File: src/rtl/obi_subordinate_if.sv
// OBI v1 A/R channel bundle shared by the requesting master and the subordinate.
interface obi_subordinate_if #(
   parameter int unsigned ADDR_WIDTH = 32,
   parameter int unsigned DATA_WIDTH = 32
);
   localparam int unsigned BE_W = DATA_WIDTH / 8;

   logic                  req;
   logic                  gnt;
   logic [ADDR_WIDTH-1:0] addr;
   logic                  we;
   logic [BE_W-1:0]       be;
   logic [DATA_WIDTH-1:0] wdata;
   logic                  rvalid;
   logic                  rready;
   logic [DATA_WIDTH-1:0] rdata;
   logic                  err;

   modport master (
      output req, addr, we, be, wdata, rready,
      input  gnt, rvalid, rdata, err
   );

   modport slave (
      input  req, addr, we, be, wdata, rready,
      output gnt, rvalid, rdata, err
   );
endinterface

File: src/rtl/obi_subordinate.sv
// OBI v1 responder backed by a small register-array scratchpad, with optional
// grant stall and an in-order response FIFO bounding outstanding transactions.
module obi_subordinate #(
   parameter int unsigned ADDR_WIDTH = 32,
   parameter int unsigned DATA_WIDTH = 32,
   parameter int unsigned NUM_WORDS  = 16,
   parameter logic [63:0] BASE_ADDR  = 64'h0,
   parameter int unsigned RSP_DEPTH  = 2,
   parameter int unsigned GNT_STALL  = 0
) (
   input  logic                             clk_i,
   input  logic                             reset_i,
   obi_subordinate_if.slave                 obi,
   output logic [$clog2(RSP_DEPTH+1)-1:0]   outstanding_o
);
   localparam int unsigned BE_W    = DATA_WIDTH / 8;
   localparam int unsigned OFF_LSB = $clog2(BE_W);
   localparam int unsigned IDX_W   = $clog2(NUM_WORDS);
   localparam int unsigned PTR_W   = (RSP_DEPTH > 1) ? $clog2(RSP_DEPTH) : 1;
   localparam int unsigned OCC_W   = $clog2(RSP_DEPTH + 1);
   localparam int unsigned CNT_W   = 4;
   localparam int unsigned SPAN    = NUM_WORDS * BE_W;

   typedef enum logic {A_IDLE, A_WAIT} a_state_e;

   typedef struct packed {
      logic                  err;
      logic [DATA_WIDTH-1:0] data;
   } rsp_t;

   a_state_e              state_q, state_d;
   logic [CNT_W-1:0]      cnt_q, cnt_d;
   logic [DATA_WIDTH-1:0] mem_q [NUM_WORDS];
   logic [DATA_WIDTH-1:0] mem_d [NUM_WORDS];
   rsp_t                  fifo_q [RSP_DEPTH];
   rsp_t                  fifo_d [RSP_DEPTH];
   logic [PTR_W-1:0]      wr_ptr_q, wr_ptr_d;
   logic [PTR_W-1:0]      rd_ptr_q, rd_ptr_d;
   logic [OCC_W-1:0]      occ_q, occ_d;

   logic [ADDR_WIDTH-1:0] base;
   logic [ADDR_WIDTH-1:0] off;
   logic                  hit;
   logic [IDX_W-1:0]      idx;
   logic                  eligible;
   logic                  gnt_c;
   logic                  pop;
   logic                  rvalid_c;
   rsp_t                  push_rsp;

   function automatic logic [PTR_W-1:0] next_ptr(input logic [PTR_W-1:0] p);
      if (p == PTR_W'(RSP_DEPTH - 1)) return '0;
      return p + PTR_W'(1);
   endfunction

   // Address decode: in range of the window and word aligned.
   assign base = ADDR_WIDTH'(BASE_ADDR);
   assign off  = obi.addr - base;
   assign hit  = (obi.addr >= base) && (off < ADDR_WIDTH'(SPAN)) &&
                 (off[OFF_LSB-1:0] == '0);
   assign idx  = off[OFF_LSB +: IDX_W];

   always_comb begin
      eligible = 1'b0;
      if (GNT_STALL == 0) eligible = (state_q == A_IDLE);
      else                eligible = (state_q == A_WAIT) && (cnt_q == CNT_W'(GNT_STALL));
   end

   // A full FIFO blocks the grant even when the head pops this cycle.
   assign gnt_c    = obi.req && eligible && (occ_q < OCC_W'(RSP_DEPTH)) && !reset_i;
   assign rvalid_c = (occ_q != '0);
   assign pop      = rvalid_c && obi.rready;

   assign obi.gnt       = gnt_c;
   assign obi.rvalid    = rvalid_c;
   assign obi.rdata     = rvalid_c ? fifo_q[rd_ptr_q].data : '0;
   assign obi.err       = rvalid_c ? fifo_q[rd_ptr_q].err  : 1'b0;
   assign outstanding_o = occ_q;

   // Grant-stall FSM.
   always_comb begin
      state_d = state_q;
      cnt_d   = cnt_q;
      case (state_q)
         A_IDLE: begin
            cnt_d = '0;
            if (obi.req && (GNT_STALL != 0)) begin
               state_d = A_WAIT;
               cnt_d   = CNT_W'(1);
            end
         end
         A_WAIT: begin
            if (gnt_c || !obi.req) begin
               state_d = A_IDLE;
               cnt_d   = '0;
            end else if (cnt_q != CNT_W'(GNT_STALL)) begin
               cnt_d = cnt_q + CNT_W'(1);
            end
         end
         default: begin
            state_d = A_IDLE;
            cnt_d   = '0;
         end
      endcase
   end

   // Storage update and response formation on accept.
   always_comb begin
      mem_d = mem_q;
      if (gnt_c && hit && obi.we) begin
         for (int k = 0; k < BE_W; k++) begin
            if (obi.be[k]) mem_d[idx][8*k +: 8] = obi.wdata[8*k +: 8];
         end
      end
      push_rsp.err  = !hit;
      push_rsp.data = (hit && !obi.we) ? mem_q[idx] : '0;
   end

   // Response FIFO; occupancy counter resolves full vs empty.
   always_comb begin
      fifo_d   = fifo_q;
      wr_ptr_d = wr_ptr_q;
      rd_ptr_d = rd_ptr_q;
      occ_d    = occ_q;
      if (gnt_c) begin
         fifo_d[wr_ptr_q] = push_rsp;
         wr_ptr_d         = next_ptr(wr_ptr_q);
      end
      if (pop) rd_ptr_d = next_ptr(rd_ptr_q);
      if (gnt_c && !pop)      occ_d = occ_q + OCC_W'(1);
      else if (!gnt_c && pop) occ_d = occ_q - OCC_W'(1);
   end

   always_ff @(posedge clk_i) begin
      if (reset_i) begin
         state_q  <= A_IDLE;
         cnt_q    <= '0;
         mem_q    <= '{default: '0};
         fifo_q   <= '{default: '0};
         wr_ptr_q <= '0;
         rd_ptr_q <= '0;
         occ_q    <= '0;
      end else begin
         state_q  <= state_d;
         cnt_q    <= cnt_d;
         mem_q    <= mem_d;
         fifo_q   <= fifo_d;
         wr_ptr_q <= wr_ptr_d;
         rd_ptr_q <= rd_ptr_d;
         occ_q    <= occ_d;
      end
   end
endmodule

File: src/flat_wrapper.sv
// flat-port wrapper written by rule: the top's interface ports become plain ports
module obi_subordinate_flat 
#(
   parameter int unsigned ADDR_WIDTH = 32,
   parameter int unsigned DATA_WIDTH = 32,
   parameter int unsigned NUM_WORDS  = 16,
   parameter logic [63:0] BASE_ADDR  = 64'h0,
   parameter int unsigned RSP_DEPTH  = 2,
   parameter int unsigned GNT_STALL  = 0
)
  (clk_i, reset_i, outstanding_o, obi_req, obi_addr, obi_we, obi_be, obi_wdata, obi_rready, obi_gnt, obi_rvalid, obi_rdata, obi_err);
  obi_subordinate_if #(.ADDR_WIDTH(ADDR_WIDTH), .DATA_WIDTH(DATA_WIDTH)) obi_i ();
  input  logic clk_i;
  input  logic reset_i;
  output logic [$clog2(RSP_DEPTH+1)-1:0] outstanding_o;
  input wire logic [$bits(obi_i.req)-1:0] obi_req;
  input wire logic [$bits(obi_i.addr)-1:0] obi_addr;
  input wire logic [$bits(obi_i.we)-1:0] obi_we;
  input wire logic [$bits(obi_i.be)-1:0] obi_be;
  input wire logic [$bits(obi_i.wdata)-1:0] obi_wdata;
  input wire logic [$bits(obi_i.rready)-1:0] obi_rready;
  output wire logic [$bits(obi_i.gnt)-1:0] obi_gnt;
  output wire logic [$bits(obi_i.rvalid)-1:0] obi_rvalid;
  output wire logic [$bits(obi_i.rdata)-1:0] obi_rdata;
  output wire logic [$bits(obi_i.err)-1:0] obi_err;
  assign obi_i.req = obi_req;
  assign obi_i.addr = obi_addr;
  assign obi_i.we = obi_we;
  assign obi_i.be = obi_be;
  assign obi_i.wdata = obi_wdata;
  assign obi_i.rready = obi_rready;
  assign obi_gnt = obi_i.gnt;
  assign obi_rvalid = obi_i.rvalid;
  assign obi_rdata = obi_i.rdata;
  assign obi_err = obi_i.err;
  obi_subordinate #(.ADDR_WIDTH(ADDR_WIDTH), .DATA_WIDTH(DATA_WIDTH), .NUM_WORDS(NUM_WORDS), .BASE_ADDR(BASE_ADDR), .RSP_DEPTH(RSP_DEPTH), .GNT_STALL(GNT_STALL)) u_core (.clk_i(clk_i), .reset_i(reset_i), .obi(obi_i), .outstanding_o(outstanding_o));
endmodule
File: config.mk
export PLATFORM = sky130hd
export DESIGN_NAME = obi_subordinate_flat
export DESIGN_NICKNAME = d
export VERILOG_FILES = /design/src/rtl/obi_subordinate_if.sv /design/src/rtl/obi_subordinate.sv /design/src/flat_wrapper.sv
export SDC_FILE = /design/constraint.sdc
export NUM_CORES = 1
export LEC_CHECK = 0
export BUFFER_PORTS_ARGS = -buffer_cell sky130_fd_sc_hd__buf_2
export CAP_MARGIN = 20
export CORE_MARGIN = 2
export CORE_UTILIZATION = 30
export DETAILED_ROUTE_END_ITERATION = 16
export PLACE_DENSITY = 0.58
export SETUP_SLACK_MARGIN = 0.2
export SYNTH_ARGS = -nofsm -noshare
export SYNTH_HDL_FRONTEND = slang
export SYNTH_SLANG_ARGS = --single-unit
File: constraint.sdc
create_clock -name clk_i -period 2.45 [get_ports clk_i]
set_clock_uncertainty 0.05 [all_clocks]
set_input_delay 0.245 -clock clk_i [delete_from_list [all_inputs] [get_ports clk_i]]
set_output_delay 0.245 -clock clk_i [all_outputs]
set_load 0.05 [all_outputs]
* After elaboration in Yosys (flattened, before gate mapping)
Cells that the tools add are included.
** Word-level totals
- Output and inout bits :: 37
- Logic and storage cells :: 106
- Input port bits :: 73
- Register bits :: 583
** Cells by class
- Bitwise logic cells :: 4
- Multiplexer cells :: 42
- $lt $le $gt $ge :: 8
- $add $sub $neg :: 4
- Reductions and logical operators :: 24
** Operator list (number)
- 512-bit 2-to-1 mux :: 7
- 512-bit bitwise mux :: 4
- 32-bit demux with 4-bit select :: 4
- 32-bit 2-to-1 mux :: 5
- 33-bit 2-to-1 mux :: 4
- 32-bit binary-select mux with 4-bit select :: 1
- 66-bit bitwise mux :: 1
- 33-bit demux with 1-bit select :: 1
- 32-bit by 1-bit >= comparator with 1-bit output (second input constant) :: 1
- 32-bit by 7-bit < comparator with 1-bit output (second input constant) :: 1
- 24-bit 2-to-1 mux :: 1
- 16-bit 2-to-1 mux :: 1
- 1-bit logical AND :: 13
- 1-bit 2-to-1 mux :: 10
- 8-bit 2-to-1 mux :: 1
- 1-bit logical NOT :: 6
- 5-bit >= comparator (second input constant) :: 1
- 5-bit by 1-bit < comparator with 1-bit output (second input constant) :: 1
- 4-bit NOT with 5-bit output :: 1
- 2-bit >= comparator (second input constant) :: 2
- 2-bit 2-to-1 mux :: 2
- 1-bit NOT with 2-bit output :: 2
- 2-bit nonzero test :: 2
- 1-bit adder (second input constant) :: 2
- 8 further kinds :: 8

* Logic depth before layout (Yosys ltp)
Gate-level depths: netlist of the first run.
- Depth after elaboration :: 16
- Gate-level depth with buffers :: 7
- Gate-level depth less buffers :: 7

* Least setup slack after synthesis of the first run
OpenSTA, ideal clock, no wires.
- Path kind :: register to register
- Start point :: register u_core.occ_q[1] (netlist: u_core.outstanding_o[1])
- End point :: register u_core.mem_q[136] (netlist bit)
- Library setup time :: 72 ps
- Setup slack :: -224 ps
- Buffers on the path :: 1
- Arrival :: 2552 ps
- Period minus slack after synthesis :: 2674 ps
- Cell stages (with the launch flop) :: 7
- Data required time :: 2328 ps
- Cell sequence :: dfxtp_1 > or4b_4 > inv_2 > buf_2 > nand4_1 > nor3_2 > mux2i_1
** On the way
- Word-level cells in the longest chain between the ends :: 5
** RTL lines
- start, declared :: line obi_subordinate.sv:39 : logic [OCC_W-1:0] occ_q, occ_d;
- start signal, assigned :: line obi_subordinate.sv:142 : occ_q <= '0;
- start signal, assigned :: line obi_subordinate.sv:150 : occ_q <= occ_d;
- 2-bit < comparator :: line obi_subordinate.sv:70 : assign gnt_c = obi.req && eligible && (occ_q < OCC_W'(RSP_DEPTH)) && !reset_i;
- 1-bit logical AND (2 in series) :: line obi_subordinate.sv:70
- named net obi_gnt :: line flat_wrapper.sv:22 : output wire logic [$bits(obi_i.gnt)-1:0] obi_gnt;
- 1-bit logical AND (2 in series) :: line obi_subordinate.sv:110 : if (gnt_c && hit && obi.we) begin
- end signal, assigned :: line obi_subordinate.sv:146 : mem_q <= mem_d;
- end, declared :: line obi_subordinate.sv:33 : logic [DATA_WIDTH-1:0] mem_q [NUM_WORDS];
The timed path passes the listed nets, and every way through them passes these cells.
A chain may end at the register's enable or synchronous reset.

* Final worst setup path of the first run
- Start point :: register u_core.state_q
- End point :: register u_core.mem_q[81] (netlist bit)
** On the way
- Word-level cells in the longest chain between the ends :: 6
** RTL lines
- start, declared :: line obi_subordinate.sv:31 : a_state_e state_q, state_d;
- start signal, assigned :: line obi_subordinate.sv:144 : state_q <= state_d;
- 1-bit NOT :: line obi_subordinate.sv:65 : if (GNT_STALL == 0) eligible = (state_q == A_IDLE);
- 1-bit logical AND (3 in series) :: line obi_subordinate.sv:70
- 1-bit logical AND (2 in series) :: line obi_subordinate.sv:110
No other way between the ends.

==> results.json, run 1 <==
{
  "status": "completed",
  "syn-cell-area_mm2": 0.0267,
  "whs_ps": 46.4,
  "ir_drop_mv": 0.512,
  "drt_iter0_markers": 1151,
  "die-width_um": 302,
  "row_count": 109,
  "path_max_fanout": 9,
  "clkTransAtPathRegs_ps": 60,
  "syn2layout_area_growth_pct": 22.4,
  "synth_top_family_by_area": "multiplexers",
  "clock_sinks": 583,
  "finalWirelength_mm": 73.7,
  "placed_area_mm2": 0.0300,
  "regArea_mm2": 0.0117,
  "tightest_slew_ps": 612,
  "synth_warnings": 0,
  "fin_area_mm2": 0.0327,
  "period_share_pct": 93.6,
  "p_total_mw": 21.2,
  "die_h_um": 302,
  "p_per_area_mw_per_mm2": 650,
  "critical_path_class": "register to register",
  "r2r_start": "u_core.state_q",
  "hpwlAfterDp_mm": 49.0,
  "design.die.area_mm2": 0.0914,
  "fmax_mhz": 436,
  "overflow": 0,
  "drc": 0,
  "grt_usage_pct": 16.1,
  "cp_num_buf_inv": 2,
  "h-tree-depth": 2,
  "synth.area.mux_share_pct": 31.2,
  "synth-xor-area-share_pct": 0.0984,
  "num_io_pins": 110,
  "synth_cell_types": 42,
  "final_cell_mix": "579 x dfxtp_1, 547 x nand2b_1, 536 x mux2i_1",
  "viasPerCell": 4.95,
  "nNetsFinal": 2578,
  "yosysTopAreaCellShare_pct": 43.7,
  "slowest_stage": "or4b_4",
  "final_common_cell": "dfxtp_1",
  "drive_above_1_share_pct": 23.9,
  "final_max_slew_viol_count": 0,
  "grt_pass1_wl_mm": 115,
  "clockBufferDepth": 3,
  "yosysTopAreaCell": "dfxtp_1",
  "critPathArrivalTime_ps": 2780,
  "ys_seq_area_share_pct": 43.7,
  "postSynthCellCount": 2362,
  "root_buffer": "clkbuf_16",
  "worstPathRequired_ps": 2940,
  "synthesis.nets": 2436,
  "clk_latency_ps": 630,
  "rsz0062_at_grt": "true",
  "first_global_vias": 19400,
  "hold_viol_final": 0,
  "finalSetupTns_ps": 0,
  "slew_headroom_pct": 59.2,
  "cts_buffers": 61,
  "hold_class": "input pin to register",
  "initial_core_util_pct": 30.2,
  "cts_tree": "done",
  "setup_viol": 0,
  "crit_chain": "or4b_4, buf_6, or4_4, nor3_4, buf_12, mux2i_1",
  "dr.pass1.iters": 5,
  "antenna_found_initial": 2,
  "multiInputGateArea_mm2": 0.0145,
  "syn_avg_cell_area_um2": 11.3,
  "maxCapViolCount": 0,
  "crit_family": "simple AND/OR/NAND/NOR gates",
  "ys_async_sr_fraction_pct": 0,
  "synthFlopType": "dfxtp_1",
  "crit_start": "u_core.state_q",
  "diodes": 0,
  "core_mm2": 0.0882,
  "ant_nets": 0,
  "crit_path_start_kind": "register",
  "gp_congestion": 0.822,
  "synthAdderAreaFrac_pct": 0.0469,
  "leakagePower_nw": 13.2,
  "min-delay-start": "obi_wdata[7]",
  "synth-simple-area-share_pct": 17.5,
  "fill_cells": 8407,
  "synth-edff-count": 0,
  "yosys-top-cells-area": "dfxtp_1 44%, mux2i_1 20%, nand2b_1 13%, mux4_2 11%, clkbuf_1 2.6%",
  "numPortBuffers": 109,
  "synth_compound_area_share_pct": 4.02,
  "grt_max_degree": 167,
  "synth_seq_cells": 583,
  "via_count": 18400,
  "final_util_pct": 37.0,
  "cp_slowest_stage_delay_ps": 600,
  "wl_per_cell_um": 19.8,
  "end_kind": "register",
  "finalCriticalPeriod_ps": 2290
}
## synthesized netlist by cell type (all sizes together) (2+ instances only)
cell type and instances:
nand3 18, and4 6, mux4 128, nor2 41
o21ai 2, and2 5, clkbuf 182, nor4 13
nand4 13, or3 15, dfxtp 583, inv 2
nor4b 2, a21oi 3, nand2 36, a22oi 64
mux2i 545, nand2b 547, a22o 64, and3 5
xor2 3, buf 44, or4 3, nor3 29
nor2b 2
## where the power goes
group	internal [mW]	switching (mW)
registers	9.52	0.0377
clock network	5.79	3.84
logic	0.799	1.24
## worst reg2reg max path: cells and delay by family, from the launching register on
family	cells	cell delay, ps
buf+inv	2	390
simple gates	3	1270
flops	1	320
mux	1	200
## logic make-up (layout without fill, tap and decap cells)
group,after synthesis,after routing
simple gates,739,739
buf+inv,229,419
mux,673,673
xor+xnor,3,3
flops,583,583
fa+ha+maj,1,1
compound gates,134,134
## layout make-up
cell class / instances / share of cell area (%)
clock buffers: 89 / 5.39
clock inverters: 22 / 0.958
inverters: 3 / 0.0498
multi-input cells: 1550 / 44.4
flip-flops and latches: 583 / 35.8
well taps: 1165 / 4.46
repair buffers: 305 / 8.99
## state kept, by name, summed over array words and instances, names as in the netlist
register              flops
u_core.state_q            1
u_core.rd_ptr_q           1
u_core.outstanding_o      2
u_core.fifo_q            66
u_core.wr_ptr_q           1
u_core.mem_q            512
## metal layers
metal  vias up  track usage, %  share of wire [%]
met4         4            5.08                3.0
met2       389            26.0                 46
met1      9260            21.8                 47
met5         -               0              0.034
met3       115            2.61                4.3
li1       8626               -                  -
## worst paths after layout
path / cells past startpoint / slack [ps] / endpoint
setup / recovery: 6 / 160 / u_core.mem_q[81]
hold / removal: 4 / 50 / u_core.mem_q[263]
setup reg to reg: 6 / 160 / u_core.mem_q[81]
hold reg to reg: 2 / 420 / u_core.mem_q[179]
## what timing repair did
action,4_1_cts,5_1_grt
hold buffers,2,0
setup endpoints to repair,289,463
setup buffers,6,11
endpoints found under the hold margin,2,0
pin swaps,9,6
gates resized for setup,47,50
## stage by stage
step           setup WS, ps  std cells
2_1_floorplan          84.0       2362
3_3_place_gp          -94.7       3586
3_5_place_dp          -57.1       3586
4_1_cts                 110       3705
5_1_grt                84.1       3717
6_report                157       3717
No activity file was read; power rests on OpenSTA's default activity.
==> run 2, diff against run 1 <==
- PLACE_DENSITY: 0.58 -> 0.56
==> run 2 against run 1 <==
Total power grew 2.9%. Die area is the same. Sequential power is essentially flat. Fmax shrank 4.5%. Largest cell class unchanged. First-iteration DRC count shrank 2.1%. Flip-flop and latch count is the same. Largest power group unchanged. Clock power grew 6%.
==> results.json, run 2 (synthesized netlist as in run 1, its figures left out) <==
{
  "row_count": 109,
  "clock_sinks": 583,
  "finalCriticalPeriod_ps": 2400,
  "drt_iter0_markers": 1127,
  "grt_pass1_wl_mm": 116,
  "viasPerCell": 4.98,
  "clk_latency_ps": 600,
  "path_max_fanout": 9,
  "grt_usage_pct": 16.3,
  "h-tree-depth": 3,
  "p_per_area_mw_per_mm2": 664,
  "dr.pass1.iters": 5,
  "cts_tree": "done",
  "diodes": 0,
  "drive_above_1_share_pct": 24.0,
  "worstPathRequired_ps": 2920,
  "hpwlAfterDp_mm": 49.7,
  "endpoint": "u_core.mem_q[86]",
  "p_total_mw": 21.9,
  "largest_reg_flops": 512,
  "rsz0062_at_grt": "true",
  "r2r_start": "u_core.outstanding_o[1]",
  "tightest_slew_ps": 1080,
  "critPathArrivalTime_ps": 2870,
  "syn2layout_area_growth_pct": 23.2,
  "fmax_mhz": 416,
  "final_max_slew_viol_count": 0,
  "ir_drop_mv": 0.504,
  "numPortBuffers": 109,
  "root_buffer": "clkbuf_16",
  "period_share_pct": 98.0,
  "setup_viol": 0,
  "crit_path_start_kind": "register",
  "antenna_found_initial": 0,
  "leakagePower_nw": 13.3,
  "overflow": 0,
  "fill_cells": 8441,
  "clockBufferDepth": 3,
  "finalWirelength_mm": 75.0,
  "status": "completed",
  "r2r_cells": 6,
  "max_flop_register": "u_core.mem_q",
  "r2r_slack_ps": 50,
  "ant_nets": 0,
  "gp_congestion": 0.820,
  "clkTransAtPathRegs_ps": 60,
  "timing.rr.end": "u_core.mem_q[86]",
  "die-width_um": 302,
  "num_io_pins": 110,
  "final_common_cell": "dfxtp_1",
  "critical_path_class": "register to register",
  "first_global_vias": 19700,
  "end_kind": "register",
  "via_count": 18500,
  "hold_viol_final": 0,
  "core_mm2": 0.0882,
  "design.die.area_mm2": 0.0914,
  "slew_headroom_pct": 27.8,
  "maxCapViolCount": 0,
  "initial_core_util_pct": 30.2,
  "cts_buffers": 67,
  "hold_class": "input pin to register",
  "grt_max_degree": 224,
  "drc": 0,
  "final_cell_mix": "580 x dfxtp_1, 547 x nand2b_1, 540 x mux2i_1",
  "crit_start": "u_core.outstanding_o[1]",
  "wl_per_cell_um": 20.2,
  "die_h_um": 302,
  "final_util_pct": 37.3,
  "nNetsFinal": 2585
}
## run 2: through the flow
step	TNS (ps)	setup slack (ps)	cells	area (um^2)	hold WS, ps
floorplan	0	84.0	2362	26800	351
global placement	-135	-36.3	3585	30000	405
detailed placement	-75.7	-44.2	3585	30000	409
CTS	0	86.3	3712	32500	33.1
global route	0	8.29	3721	32900	55.4
finish	0	48.7	3721	32900	63.3
## run 2: power by group
group | internal, mW | switching [mW]
logic | 0.806 | 1.23
registers | 9.52 | 0.0571
clock network | 6.29 | 3.94
## run 2: critical path, cell delays in order (launching register included)
cell and delay [ps]:
dfxtp_4 340, or4b_4 610, buf_4 240, or4_4 470, nor3_4 210, buf_12 190
mux2i_1 190
## run 2: layer usage
layer  up-vias  routed length, um  GRT usage (%)
met5         -                  0              0
met4         0               1580           4.49
met3       102               3340           2.45
met2       418              35600           27.3
met1      9371              34500           21.9
li1       8636                  -              -
## run 2: worst min-delay path by stage
stage / startpoint / end / cells after the start
floorplan: obi_req / u_core.state_q / 1
global placement: u_core.mem_q[172] / u_core.mem_q[172] / 2
detailed placement: u_core.mem_q[43] / u_core.mem_q[43] / 2
CTS: obi_wdata[18] / u_core.mem_q[338] / 4
global route: obi_wdata[18] / u_core.mem_q[114] / 4
finish: obi_wdata[18] / u_core.mem_q[338] / 4
## run 2: layout make-up
cell class	instances	area, um^2	share of cell area (%)
clock inverters	16	214	0.651
inverters	3	16.3	0.0495
repair buffers	306	3040	9.25
flip-flops and latches	583	11700	35.5
well taps	1165	1460	4.43
multi-input cells	1550	14400	43.9
clock buffers	98	2050	6.23
## run 2: timing repair
| item | 4_1_cts | 5_1_grt |
|---|---|---|
| hold endpoints to repair | 2 | 0 |
| pin swaps | 7 | 15 |
| endpoints found under the setup margin | 365 | 443 |
| setup buffers | 11 | 7 |
| hold buffers | 2 | 0 |
| gates cloned | 0 | 2 |
| resized for setup | 34 | 63 |
